==> config.mk <==
export PLATFORM = sky130hd
export DESIGN_NAME = fanout_eager_fork
export DESIGN_NICKNAME = d
export VERILOG_FILES = /design/src/rtl/fanout_eager_fork.sv
export SDC_FILE = /design/constraint.sdc
export NUM_CORES = 1
export LEC_CHECK = 0
export ABC_AREA = 1
export CORE_AREA = 2 2 105 107
export DETAILED_ROUTE_END_ITERATION = 8
export DIE_AREA = 0 0 107 109
export PLACE_DENSITY = 0.82
export SYNTH_ARGS = -nofsm -noshare
export SYNTH_HDL_FRONTEND = slang
export SYNTH_SLANG_ARGS = --single-unit
==> constraint.sdc <==
create_clock -name clk -period 3.4 [get_ports clk]
set_input_delay 0.34 -clock clk [delete_from_list [all_inputs] [get_ports clk]]
set_output_delay 0.34 -clock clk [all_outputs]
set_load 0.01 [all_outputs]
==> src/rtl/fanout_eager_fork.sv <==
// Ready/valid broadcast fork: one upstream stream to NUM_SINKS sinks selected by cfg_en & cfg_sel.
// Lazy mode is all-or-nothing; eager mode tracks per-sink delivery so each sink takes the token once.
module fanout_eager_fork #(
    parameter int unsigned NUM_SINKS  = 9,
    parameter int unsigned DATA_WIDTH = 17,
    parameter int unsigned CNT_WIDTH  = 16
) (
    input  logic                            clk,
    input  logic                            rst_n,
    input  logic                            flush,
    input  logic [NUM_SINKS-1:0]            cfg_en,
    input  logic [NUM_SINKS-1:0]            cfg_sel,
    input  logic                            cfg_eager,
    input  logic                            in_valid,
    input  logic [DATA_WIDTH-1:0]           in_data,
    output logic                            in_ready,
    output logic [NUM_SINKS-1:0]            out_valid,
    output logic [NUM_SINKS*DATA_WIDTH-1:0] out_data,
    input  logic [NUM_SINKS-1:0]            out_ready,
    output logic                            busy,
    output logic [CNT_WIDTH-1:0]            stall_cnt
);

    logic [NUM_SINKS-1:0] active;
    logic [NUM_SINKS-1:0] sink_ok;
    logic [NUM_SINKS-1:0] sink_fire;
    logic [NUM_SINKS-1:0] done_q, done_d;
    logic [CNT_WIDTH-1:0] stall_cnt_q, stall_cnt_d;
    logic                 busy_q, busy_d;
    logic                 in_fire;
    logic                 others_ok;

    assign out_data = {NUM_SINKS{in_data}};

    // A sink is "ok" when it does not hold up the upstream handshake this cycle.
    always_comb begin
        active = cfg_en & cfg_sel;
        for (int unsigned i = 0; i < NUM_SINKS; i++) begin
            sink_ok[i] = ~active[i] | out_ready[i] | (cfg_eager & done_q[i]);
        end
        in_ready = &sink_ok;
    end

    // Lazy valid waits on every other active sink so that no sink fires unless all do.
    always_comb begin
        out_valid = '0;
        others_ok = 1'b1;
        for (int unsigned i = 0; i < NUM_SINKS; i++) begin
            if (cfg_eager) begin
                out_valid[i] = in_valid & active[i] & ~done_q[i];
            end else begin
                others_ok = 1'b1;
                for (int unsigned j = 0; j < NUM_SINKS; j++) begin
                    if (j != i) begin
                        others_ok = others_ok & sink_ok[j];
                    end
                end
                out_valid[i] = in_valid & active[i] & others_ok;
            end
        end
    end

    always_comb begin
        sink_fire = out_valid & out_ready;
        in_fire   = in_valid & in_ready;
        done_d    = '0;
        if (!(flush || in_fire) && cfg_eager) begin
            done_d = done_q | sink_fire;
        end
        busy_d = |done_d;
    end

    always_comb begin
        stall_cnt_d = stall_cnt_q;
        if (flush) begin
            stall_cnt_d = '0;
        end else if (in_valid && !in_ready && !(&stall_cnt_q)) begin
            stall_cnt_d = stall_cnt_q + CNT_WIDTH'(1);
        end
    end

    always_ff @(posedge clk or negedge rst_n) begin
        if (!rst_n) begin
            done_q      <= '0;
            busy_q      <= 1'b0;
            stall_cnt_q <= '0;
        end else begin
            done_q      <= done_d;
            busy_q      <= busy_d;
            stall_cnt_q <= stall_cnt_d;
        end
    end

    assign busy      = busy_q;
    assign stall_cnt = stall_cnt_q;

endmodule

---- Yosys cells after proc, flatten, opt, wreduce, memory -nomap -nowiden ----
Cells that the tools add are included.
operators by class
  $add $sub $neg .......................... 1
  bitwise logic cells ..................... 118
  mux-type cells .......................... 56
  reduce and logical (&&, ||, !) cells .... 11
operators by type and width
  kind                   count
  $and 1x1->1            79
  $mux 1                 53
  $mux 16                2
  $and 9x9->9            2
  $not 1->1              18
  $or 1x1->1             18
  $add 16x1->16 const B  1
  $reduce_and 16->1      1
  $mux 9                 1
  $or 9x9->9             1
  $reduce_and 9->1       1
  $reduce_or 9->1        1
  $logic_and 1x1->1      3
  $logic_not 1->1        3
  $reduce_bool 2->1      1
  $logic_or 1x1->1       1
storage, ports and cells
  logic and storage cells ................. 189
  bits in registers ....................... 26
  input bits .............................. 49
  output and inout port bits .............. 180

---- Depth between registers and ports, before layout ----
Gate-level depths: netlist of the first run.
  depth in word-level cells ............... 25
  gate-level depth with buffers ........... 13
  mapped depth without buffers ............ 13

---- Least setup slack after synthesis of the first run ----
OpenSTA, ideal clock, no wires.
  kind .................................... reg-to-reg
  start ................................... register stall_cnt_q[0], in the netlist stall_cnt[0]
  end ..................................... register stall_cnt_q[14], in the netlist stall_cnt[14]
  slack ................................... 1.511 ns
  stages on the path, launching flop included .. 9
  setup time .............................. 0.125 ns
  required time ........................... 3.275 ns
  arrival time ............................ 1.764 ns
  cells stage by stage .................... dfrtp_1 -> ha_1 -> nand3_1 -> nor2_2 -> nand4_1 -> o21ai_0 -> o21ai_2 -> buf_6 -> mux2_4
between the ends
  cells in the longest elaborated chain, start to end .. 4
  elaborated cells on any way between the ends .. 7
  those cells by class .................... add/sub (1); mux (2); reduce/logical (4)
RTL lines
  element                                                                line  text
  start, declared                                                        28    logic [CNT_WIDTH-1:0] stall_cnt_q, stall_cnt_d;
  start signal, assigned                                                 90    stall_cnt_q <= stall_cnt_d;
  parallel branches: the longest is 4 deep, another holds $add 16x1->16  n/a
Several ways; the timed one is not identified. The select of a mux whose other input is x is not followed.
A chain may end at the register's enable or synchronous reset.

---- Worst setup path in the final report of the first run ----
  start ................................... input port cfg_eager
  end ..................................... output port out_valid[4]
between the ends
  cells in the longest elaborated chain, start to end .. 19
  elaborated cells on any way between the ends .. 33
  those cells by class .................... mux (9); bitwise (24)
RTL lines
  element           line  text
  start, declared   13    input logic cfg_eager,
  $and 1x1->1       39    sink_ok[i] = ~active[i] | out_ready[i] | (cfg_eager & done_q[i]);
  $or 1x1->1        39
  $mux 1            49    if (cfg_eager) begin
  $and 1x1->1       55    others_ok = others_ok & sink_ok[j];
  $mux 1            49
  $and 1x1->1       55
  $mux 1            49
  $and 1x1->1       55
  [... 3 more ...]  n/a
  $and 1x1->1       55
  $mux 1            49
  $and 1x1->1       55
  $mux 1            49
  $and 1x1->1       55
  $mux 1            49
  $and 1x1->1       58    out_valid[i] = in_valid & active[i] & others_ok;
  $mux 1 *          49
  end, declared     17    output logic [NUM_SINKS-1:0] out_valid,
Every way passes the cells marked *; elsewhere a longest branch is shown, timed or not. The select of a mux whose other input is x is not followed.

==> flow_summary.toml, run 1 <==
[status]
status = "complete, no violations"

[place]
dp_hpwl_mm = 4.75
portBuffers = 58
gp_congestion = 0.891
post-place-ws_ns = 0.515

[sta]
rsz0062_at_grt = "false"
setup_violations = 0
fin_skew_ns = 0.00538
tightest_slew_ns = 0.622
setup_tns_ns = 0
max-slew-margin-rel = 0.582
layout_worst_path_cycle_share = 0.847
hold_viol = 0
slew_violations = 0
min_period_ns = 2.88
clock.fmax_ghz = 0.347
setup_slack_ns = 0.520

[clock_network]
cts_tree = "done"
ctsRootBufferMaster = "clkbuf_8"
holdBufCountCts = 0
clk_pin_slew_worst_paths_ns = 0.08
postCtsSetupBuffers = 0
clkLatencyLatePin_ns = 0.27
clockBufferDepth = 2
numCtsBuffers = 3
clkSinkCount = 26
h-tree-depth = 1
cts-resized-gates = 0

[detailed_routing]
drtIter0Drc = 119
route.met2.wl_mm = 2.53
routed.top_layer = "met4"
via_per_inst = 4.33
avgRoutedWirePerCell_um = 12.1
route.met3.wl_um = 749
drt_wl_total_mm = 6.05
drtAntennaViolNets = 0
drc = 0
drt-pass1-iter-count = 4
m1WireLength_mm = 2.55
vias = 2167

[die]
fp.dieW_um = 107
start_util = 0.294
fp-row-count = 38
die_h_um = 109
io_pins = 229
core_area_sq_um = 10600
die-area_sq_um = 11700

[power_and_ir_drop]
pwr-share-seq = 0.475
vdd_drop_max_mv = 0.152
internal_power_uw = 481
leakagePower_uw = 0.00125
p_comb_frac = 0.276
pwr-share-clk = 0.248
netSwitchingFraction = 0.294
p_switching_uw = 201
powerDensity_nw_per_um2 = 249

[synthesis]
ys_seq_elements = 26
synthDistinctLibCells = 26
syn_area_sq_um = 3110
synthSimpleGateAreaFrac = 0.291
avgSynthCellArea_sq_um = 6.84
ys_warn_count = 0
yosys.area_share.adder = 0.00402
yosysTopAreaCell = "buf_4"
synth_compound_area_frac = 0.0301
synth.yosys.seq_area_share = 0.209
synth_top_family_by_area = "buffers and inverters"
muxShareOfSynthArea = 0.00482
synth_fp_nets = 505
synth_area_leaders = "buf_4, dfrtp_1, nand2_1"
synth_cells = 455
synth_top_area_frac = 0.369
synth_xor_area_frac = 0.0197

[critical_path]
worstReg2RegStart = "stall_cnt[0]$_DFFE_PN0P_"
cp-startpoint = "cfg_eager"
crit_type = "primary input to output pin"
crit_end = "out_valid[4]"
rrSetupSlack_ns = 1.11
worst-path-max-fanout = 8
rr_endpoint = "stall_cnt[7]$_DFFE_PN0P_"
ff2ff_path_depth = 11
slowest_stage = "clkdlybuf4s50_1"
cpMostUsedCell = "nand2_1"
worst_ep_arrival_time_ns = 2.54
end_kind = "output pin"
required_ns = 3.06
crit_chain = "clkdlybuf4s50_1 > nand2_1 > nand3_1 > nand2_1 > nor2_2 > nand3_1 > nand2_1 > nand2_1 > nor2_1 > clkdlybuf4s50_1"
start_kind = "primary input"
max_stage_delay_ns = 0.68

[grt]
overflow = 0
grt_usage = 0.106
grt_max_degree = 27
grt_first_pass_wirelength_mm = 10.2
first_global_vias = 2109
antenna_found_initial = 0

[flow_run]
max_cap_violations = 0

[final_layout]
nets = 412
drive_gt1_frac = 0.0778
diodes = 0
final_cell_mix = "nand2_1, clkdlybuf4s50_1, inv_1, nor2_1, nand3_1"
area_growth_pct = -12.0
mostFrequentLayoutCell = "nand2_1"

[hold_path]
hp-class = "primary input to async pin"
cell families after synthesis:
kind of cell	count (synthesis)
compound gates	18
xor+xnor	7
fa+ha+maj	1
buf+inv	207
flops	26
mux	1
simple gates	195
metrics by stage:
step	cell area, sq um	std cells	power [uW]	hold slack, ns	utilization
6_report	2740	500	682	0.430	0.258
5_1_grt	2740	500	725	0.460	0.258
4_1_cts	2740	500	691	0.441	0.258
3_5_place_dp	2700	497	517	0.534	0.255
3_3_place_gp	2700	497	517	0.517	0.255
2_1_floorplan	3110	455	614	0.0444	-
worst min-delay path by stage:
stage                                    from                  endpoint  cells past startpoint
after floorplan                         rst_n            busy$_DFF_PN0_                      0
after global placement    done_q[2]$_DFF_PN0_       done_q[2]$_DFF_PN0_                      2
after detailed placement  done_q[2]$_DFF_PN0_       done_q[2]$_DFF_PN0_                      2
after CTS                               rst_n  stall_cnt[2]$_DFFE_PN0P_                      2
after global routing                    rst_n  stall_cnt[2]$_DFFE_PN0P_                      2
final                                   rst_n  stall_cnt[2]$_DFFE_PN0P_                      2
Yosys cell counts:
cell      number
a21oi_1        6
buf_4        153
buf_6          3
clkbuf_1       3
clkinv_1       2
dfrtp_1       26
ha_1           1
inv_1         45
inv_2          1
mux2_4         1
nand2_1       72
nand2_2        9
nand3_1       40
nand3_2        1
nand3b_1       2
nand4_1       10
nor2_1        42
nor2_2         4
nor2_4         4
nor3_1         6
nor3_2         1
nor4_1         4
o21ai_0        1
o21ai_1       10
o21ai_2        1
xor2_1         7
sequential cells by signal (all words and copies together), names as in the netlist:
name and flops:
stall_cnt 16, done_q 9, busy 1
final cells by class:
type | instances | area, sq um
Fill cell | 1181 | 7860
Multi-Input combinational cell | 222 | 1090
Sequential cell | 26 | 651
Timing Repair Buffer | 61 | 603
Inverter | 48 | 180
Tap cell | 140 | 175
Clock buffer | 3 | 41.3
critical path, delay by kind of cell:
| kind | cells | cell delay [ns] |
|---|---|---|
| AND/OR/NAND/NOR | 8 | 0.96 |
| buffers and inverters | 2 | 1.24 |
routing by layer:
metal  up-vias  GRT usage
li1       1076          -
met2       130      0.160
met4         0     0.0390
met1       926      0.137
met3        35     0.0436
met5         -          0
power groups by stage:
stage                     logic (uW)  clock network, uW  registers [uW]
after floorplan                  282                  0             332
after global placement           187                  0             330
after detailed placement         188                  0             330
after CTS                        189                178             324
after global routing             210                189             326
final                            188                169             324
(Power assumes the default switching activity.)
==> run 2, diff against run 1 <==
--- a/config.mk
+++ b/config.mk
@@ -9,7 +9,7 @@
 export CORE_AREA = 2 2 105 107
 export DETAILED_ROUTE_END_ITERATION = 8
 export DIE_AREA = 0 0 107 109
-export PLACE_DENSITY = 0.82
+export PLACE_DENSITY = 0.85
 export SYNTH_ARGS = -nofsm -noshare
 export SYNTH_HDL_FRONTEND = slang
 export SYNTH_SLANG_ARGS = --single-unit
==> constraint.sdc (replaced) <==
create_clock -name clk -period 2.35 [get_ports clk]
set_input_delay 0.235 -clock clk [delete_from_list [all_inputs] [get_ports clk]]
set_output_delay 0.235 -clock clk [all_outputs]
set_load 0.01 [all_outputs]
==> run 2 against run 1 <==
Against the previous run: total power increased by 54%; non-clock buffer count increased by 33; cell area increased by 8.9%; largest cell class unchanged.
==> flow_summary.toml, run 2 (same netlist as run 1, synthesis figures left out) <==
[detailed_routing]
drt_wl_total_mm = 6.52
drc = 0
drt-pass1-iter-count = 5
drtAntennaViolNets = 0
vias = 2323
avgRoutedWirePerCell_um = 12.2
drtIter0Drc = 128
via_per_inst = 4.36

[sta]
setup_violations = 0
slew_violations = 0
fin_skew_ns = 0.00945
setup_tns_ns = 0
clock.fmax_ghz = 0.444
rsz0062_at_grt = "false"
hold_viol = 0
setup_slack_ns = 0.0969
layout_worst_path_cycle_share = 0.959
min_period_ns = 2.25
tightest_slew_ns = 0.561
max-slew-margin-rel = 0.622
holdWs_ns = 0.319

[critical_path]
worst_ep_arrival_time_ns = 2.41
end_kind = "register"
max_stage_delay_ns = 0.44
ff2ff_path_depth = 8
start_kind = "primary input"
rrSetupSlack_ns = 0.24
worstReg2RegStart = "stall_cnt[1]$_DFFE_PN0P_"
cp-startpoint = "cfg_eager"
cpMostUsedCell = "buf_4"
rr_endpoint = "stall_cnt[14]$_DFFE_PN0P_"
slowest_stage = "clkdlybuf4s50_1"
required_ns = 2.51
crit_type = "primary input to register"
worst-path-max-fanout = 11
crit_end = "stall_cnt[14]$_DFFE_PN0P_"
crit_chain = "clkdlybuf4s50_1 > buf_12 > nand2_1 > nand3_1 > nor2_2 > nor2_4 > buf_4 > buf_4 > nand2_2 > nor2_4 > buf_4 > o21ai_4 > buf_4 > mux2_4"

[die]
io_pins = 229
die-area_sq_um = 11700
start_util = 0.294
fp.dieW_um = 107
core_area_sq_um = 10600
die_h_um = 109
fp-row-count = 38

[grt]
overflow = 0
grt_usage = 0.113
antenna_found_initial = 0
grt_max_degree = 27
grt_first_pass_wirelength_mm = 10.7
first_global_vias = 2289

[power_and_ir_drop]
powerDensity_nw_per_um2 = 352
leakagePower_uw = 0.00143
vdd_drop_max_mv = 0.196

[final_layout]
final_cell_mix = "nand2_1, clkdlybuf4s50_1, inv_1, nor2_1, nand3_1"
area_growth_pct = -4.22
mostFrequentLayoutCell = "nand2_1"
nets = 445
largest_register_ffs = 16
drive_gt1_frac = 0.168
final_core_util = 0.281
postLayoutCellArea_sq_um = 2980
diodes = 0

[clock_network]
h-tree-depth = 1
clockBufferDepth = 2
clk_pin_slew_worst_paths_ns = 0.09
cts_tree = "done"
clkSinkCount = 26
clkLatencyLatePin_ns = 0.27
numCtsBuffers = 3
ctsRootBufferMaster = "clkbuf_8"

[place]
portBuffers = 58
placed_cell_area_sq_um = 2900
gp_congestion = 0.921
post-place-ws_ns = -0.164
dp_hpwl_mm = 5.02

[status]
status = "complete, no violations"

[flow_run]
max_cap_violations = 0

[hold_path]
hp-class = "primary input to async pin"
## run 2: cell count changes in the layout (fill, tap and decap cells not counted)
cell,previous run,this run
buf_4,3,34
clkdlybuf4s50_1,58,48
clkbuf_2,0,5
dlygate4sd2_1,0,3
clkdlybuf4s15_1,0,2
buf_12,0,1
buf_6,0,1
o21ai_2,1,0
o21ai_4,0,1
## run 2: how the worst min path moves through the flow
stage,to,slack (ns),cells past startpoint
6_report,stall_cnt[5]$_DFFE_PN0P_,0.32,2
5_1_grt,stall_cnt[4]$_DFFE_PN0P_,0.35,2
4_1_cts,stall_cnt[5]$_DFFE_PN0P_,0.33,2
3_5_place_dp,out_data[63],0.47,0
3_3_place_gp,out_data[63],0.47,0
2_1_floorplan,busy$_DFF_PN0_,-0.06,0
## run 2: critical path, delay by kind of cell
kind | cells | cell delay [ns]
AND/OR/NAND/NOR | 6 | 0.56
AO/OA/AOI/OAI | 1 | 0.16
multiplexers | 1 | 0.29
buffers and inverters | 6 | 1.17
## run 2: cell type report
type / count / area, sq um
inverter: 48 / 180
fill: 1133 / 7620
tap: 140 / 175
sequential: 26 / 651
timing repair buffer: 94 / 838
clock buffer: 3 / 41.3
multi-input combinational: 222 / 1100
## run 2: stage by stage
stage,power (uW),cells
2_1_floorplan,888,455
3_3_place_gp,786,522
3_5_place_dp,788,522
4_1_cts,1050,530
5_1_grt,1120,533
6_report,1050,533
## run 2: where the power goes
part | switching [uW] | internal [uW]
Combinational | 167 | 164
Sequential | 7.98 | 457
Clock | 140 | 115
## run 2: per-layer routing
layer  share of wire  global-route usage  wire (um)  vias up
met5               0                   0          0        -
met4           0.034              0.0473        220        0
met3            0.11              0.0412        686       34
met2            0.46               0.192       3010      134
met1            0.40               0.128       2600     1013
li1                -                   -          -     1142
## run 2: what timing repair did
action | 4_1_cts | 5_1_grt
hold buffers | 0 | 0
setup endpoints to repair | 10 | 9
pin swaps | 2 | 2
setup buffers | 5 | 3
resized for setup | 10 | 14
==> run 3, diff against run 2 <==
==> config.mk (replaced) <==
export PLATFORM = sky130hd
export DESIGN_NAME = fanout_eager_fork
export DESIGN_NICKNAME = d
export VERILOG_FILES = /design/src/rtl/fanout_eager_fork.sv
export SDC_FILE = /design/constraint.sdc
export NUM_CORES = 1
export LEC_CHECK = 0
export ABC_AREA = 0
export CORE_AREA = 2 2 103 105
export DETAILED_ROUTE_END_ITERATION = 8
export DIE_AREA = 0 0 105 107
export PLACE_DENSITY = 0.86
export SYNTH_ARGS = -nofsm -noshare
export SYNTH_HDL_FRONTEND = slang
export SYNTH_SLANG_ARGS = --single-unit
==> run 3 against run 2 <==
Against the previous run: worst setup slack better by 0.014 ns; total power is 7.2% higher; core utilization is 0.096 points higher; first-iteration DRC count is 58% lower; sequential share of layout area is 1.0 points higher; fmax is 0.65% higher; count of clock-buffer cells in the layout stayed put; sequential power hardly changed; critical path depth is 5 lower; cell area is 4.5% lower; routed wire length is 6.8% lower; clock power is 48% higher; critical path type is now primary input to output pin.
==> flow_summary.toml, run 3 <==
[power_and_ir_drop]
internal_power_uw = 840
leakagePower_uw = 0.00119
pwr-share-seq = 0.411
powerDensity_nw_per_um2 = 395
p_comb_frac = 0.254
p_switching_uw = 286
netSwitchingFraction = 0.254
vdd_drop_max_mv = 0.235
p_total_uw = 1130
pwr-share-clk = 0.336

[sta]
layout_worst_path_cycle_share = 0.953
slew_violations = 0
hold_viol = 0
min_period_ns = 2.24
max-slew-margin-rel = 0.773
setup_violations = 0
tightest_slew_ns = 0.339
fin_skew_ns = 0.00750
clock.fmax_ghz = 0.447
setup_tns_ns = 0

[die]
die-area_sq_um = 11200
die_h_um = 107
fp.dieW_um = 105
io_pins = 229
core_area_sq_um = 10100
start_util = 0.292
fp-row-count = 37

[critical_path]
max_stage_delay_ns = 0.47
start_kind = "primary input"
worst_ep_arrival_time_ns = 2.00
crit_type = "primary input to output pin"
end_kind = "output pin"
slowest_stage = "clkdlybuf4s50_1"
required_ns = 2.12
worst-path-max-fanout = 9
crit_chain = "clkdlybuf4s50_1 > buf_6 > buf_4 > nand2_2 > a22oi_2 > and2_4 > buf_6 > and2_4 > dlygate4sd2_1"

[detailed_routing]
via_per_inst = 4.72
drc = 0
drt_wl_total_mm = 6.08
vias = 1991
drt-pass1-iter-count = 4
drtIter0Drc = 54
avgRoutedWirePerCell_um = 14.4
drtAntennaViolNets = 0

[synthesis]
ys_async_sr_fraction = 1.00
synthDistinctLibCells = 51
syn_area_sq_um = 2950
synth.yosys.seq_area_share = 0.220
synth_fp_nets = 395
ys_warn_count = 0
synth_most_common_cell = "buf_4"
synth_enable_flop_cells = 0
yosysTopAreaCell = "buf_4"
ys_top_cells_by_count = "buf_4, nor2_1, dfrtp_1"
avgSynthCellArea_sq_um = 8.56
ys_seq_elements = 26
synth_cells = 345
synth_area_leaders = "buf_4, dfrtp_1, nor2_1"
synthFlopType = "dfrtp_1"
synth_top_area_frac = 0.389

[place]
gp_congestion = 0.864
place_inst = 416
dp_hpwl_mm = 4.97
portBuffers = 58

[clock_network]
clk_pin_slew_worst_paths_ns = 0.10
clkSinkCount = 26
clkLatencyLatePin_ns = 0.28
clockBufferDepth = 2
h-tree-depth = 1
ctsRootBufferMaster = "clkbuf_8"
holdBufCountCts = 0
cts_tree = "done"
numCtsBuffers = 3

[final_layout]
area_growth_pct = -3.48
drive_gt1_frac = 0.266
final_cell_mix = "clkdlybuf4s50_1, buf_4, nor2_1, dfrtp_1, nand3_1"
fin_cells = 422
final_core_util = 0.282
mostFrequentLayoutCell = "clkdlybuf4s50_1"
nets = 337
diodes = 0
largest_register_ffs = 16

[flow_run]
max_cap_violations = 0

[grt]
grt_max_degree = 27
antenna_found_initial = 0
grt_util_met3 = 0.0334
grt_usage = 0.106
gr-max-usage-layer = "met2"
grt_first_pass_wirelength_mm = 9.98
grt_use_met2 = 0.213
overflow = 0
use_met1 = 0.107
first_global_vias = 2070

[hold_path]
hp-class = "primary input to async pin"

[status]
status = "complete, no violations"
[run 3: cell count changes in the layout (fill, tap and decap cells not counted), moves of 6 or more]
| cell | change |
|---|---|
| and3b_1 | +6 |
| nand2_2 | -7 |
| nor2_1 | -13 |
| nand3_1 | -27 |
| a41oi_1 | +8 |
| nand2_1 | -61 |
| nor2b_1 | +7 |
| inv_1 | -42 |
| o21ai_1 | -10 |
| xnor2_1 | +7 |
| and4_1 | +8 |
| xor2_1 | -7 |
[run 3: repair_timing]
action / CTS / global route
endpoints found under the hold margin: 0 / 0
pin swaps: 2 / 4
setup endpoints to repair: 10 / 8
resized for setup: 16 / 10
buffers inserted: 0 / 2
[run 3: area by class of cell]
class | count | area [sq um]
fillers | 1104 | 7240
multi-input cells | 154 | 1090
repair buffers | 98 | 853
flip-flops and latches | 26 | 651
well taps | 136 | 170
clock buffers | 3 | 41.3
clock inverters | 1 | 30.0
inverters | 4 | 15.0
[run 3: power groups by stage]
stage / combinational, uW / sequential [uW] / clock (uW)
2_1_floorplan: 388 / 472 / 0
3_3_place_gp: 279 / 471 / 0
3_5_place_dp: 286 / 471 / 0
4_1_cts: 285 / 463 / 386
5_1_grt: 312 / 464 / 404
6_report: 286 / 463 / 378
[run 3: path summary, 6_finish.rpt]
path,start,endpoint,slack (ns),cells after the start
min in group clk,in_data[5],out_data[107],0.47,0
max in group asynchronous,rst_n,done_q[1]$_DFF_PN0_,1.77,2
min,rst_n,stall_cnt[0]$_DFFE_PN0P_,0.32,2
max,cfg_eager,in_ready,0.11,9
min reg2reg,done_q[5]$_DFF_PN0_,done_q[5]$_DFF_PN0_,0.58,2
max reg2reg,stall_cnt[0]$_DFFE_PN0P_,stall_cnt[13]$_DFFE_PN0P_,0.28,7
[run 3: routing by layer]
layer	part of all wire	up-vias
li1	-	911
met1	0.36	940
met2	0.55	128
met3	0.082	12
met4	0.011	0
met5	0	-
[run 3: through the flow]
stage / setup WS (ns) / instance area (sq um) / hold slack [ns]
2_1_floorplan: 0.421 / 2950 / -0.0606
3_3_place_gp: -0.280 / 2790 / 0.470
3_5_place_dp: -0.306 / 2790 / 0.470
4_1_cts: 0.000639 / 2860 / 0.322
5_1_grt: -0.00000155 / 2850 / 0.343
6_report: 0.111 / 2850 / 0.316
[run 3: worst max-delay path, delay by kind of cell]
| kind | cells | cell delay, ns |
|---|---|---|
| buffers and inverters | 5 | 1.17 |
| AOI/OAI and AO/OA | 1 | 0.19 |
| and+or+nand+nor | 3 | 0.41 |
[run 3: cells by family after synthesis]
| family | synth area share |
|---|---|
| AO/OA/AOI/OAI | 0.121 |
| XOR/XNOR | 0.0208 |
| adder cells (fa/ha/maj) | 0.00424 |
| buffers and inverters | 0.412 |
| flip-flops | 0.220 |
| multiplexers | 0.0309 |
| AND/OR/NAND/NOR | 0.190 |
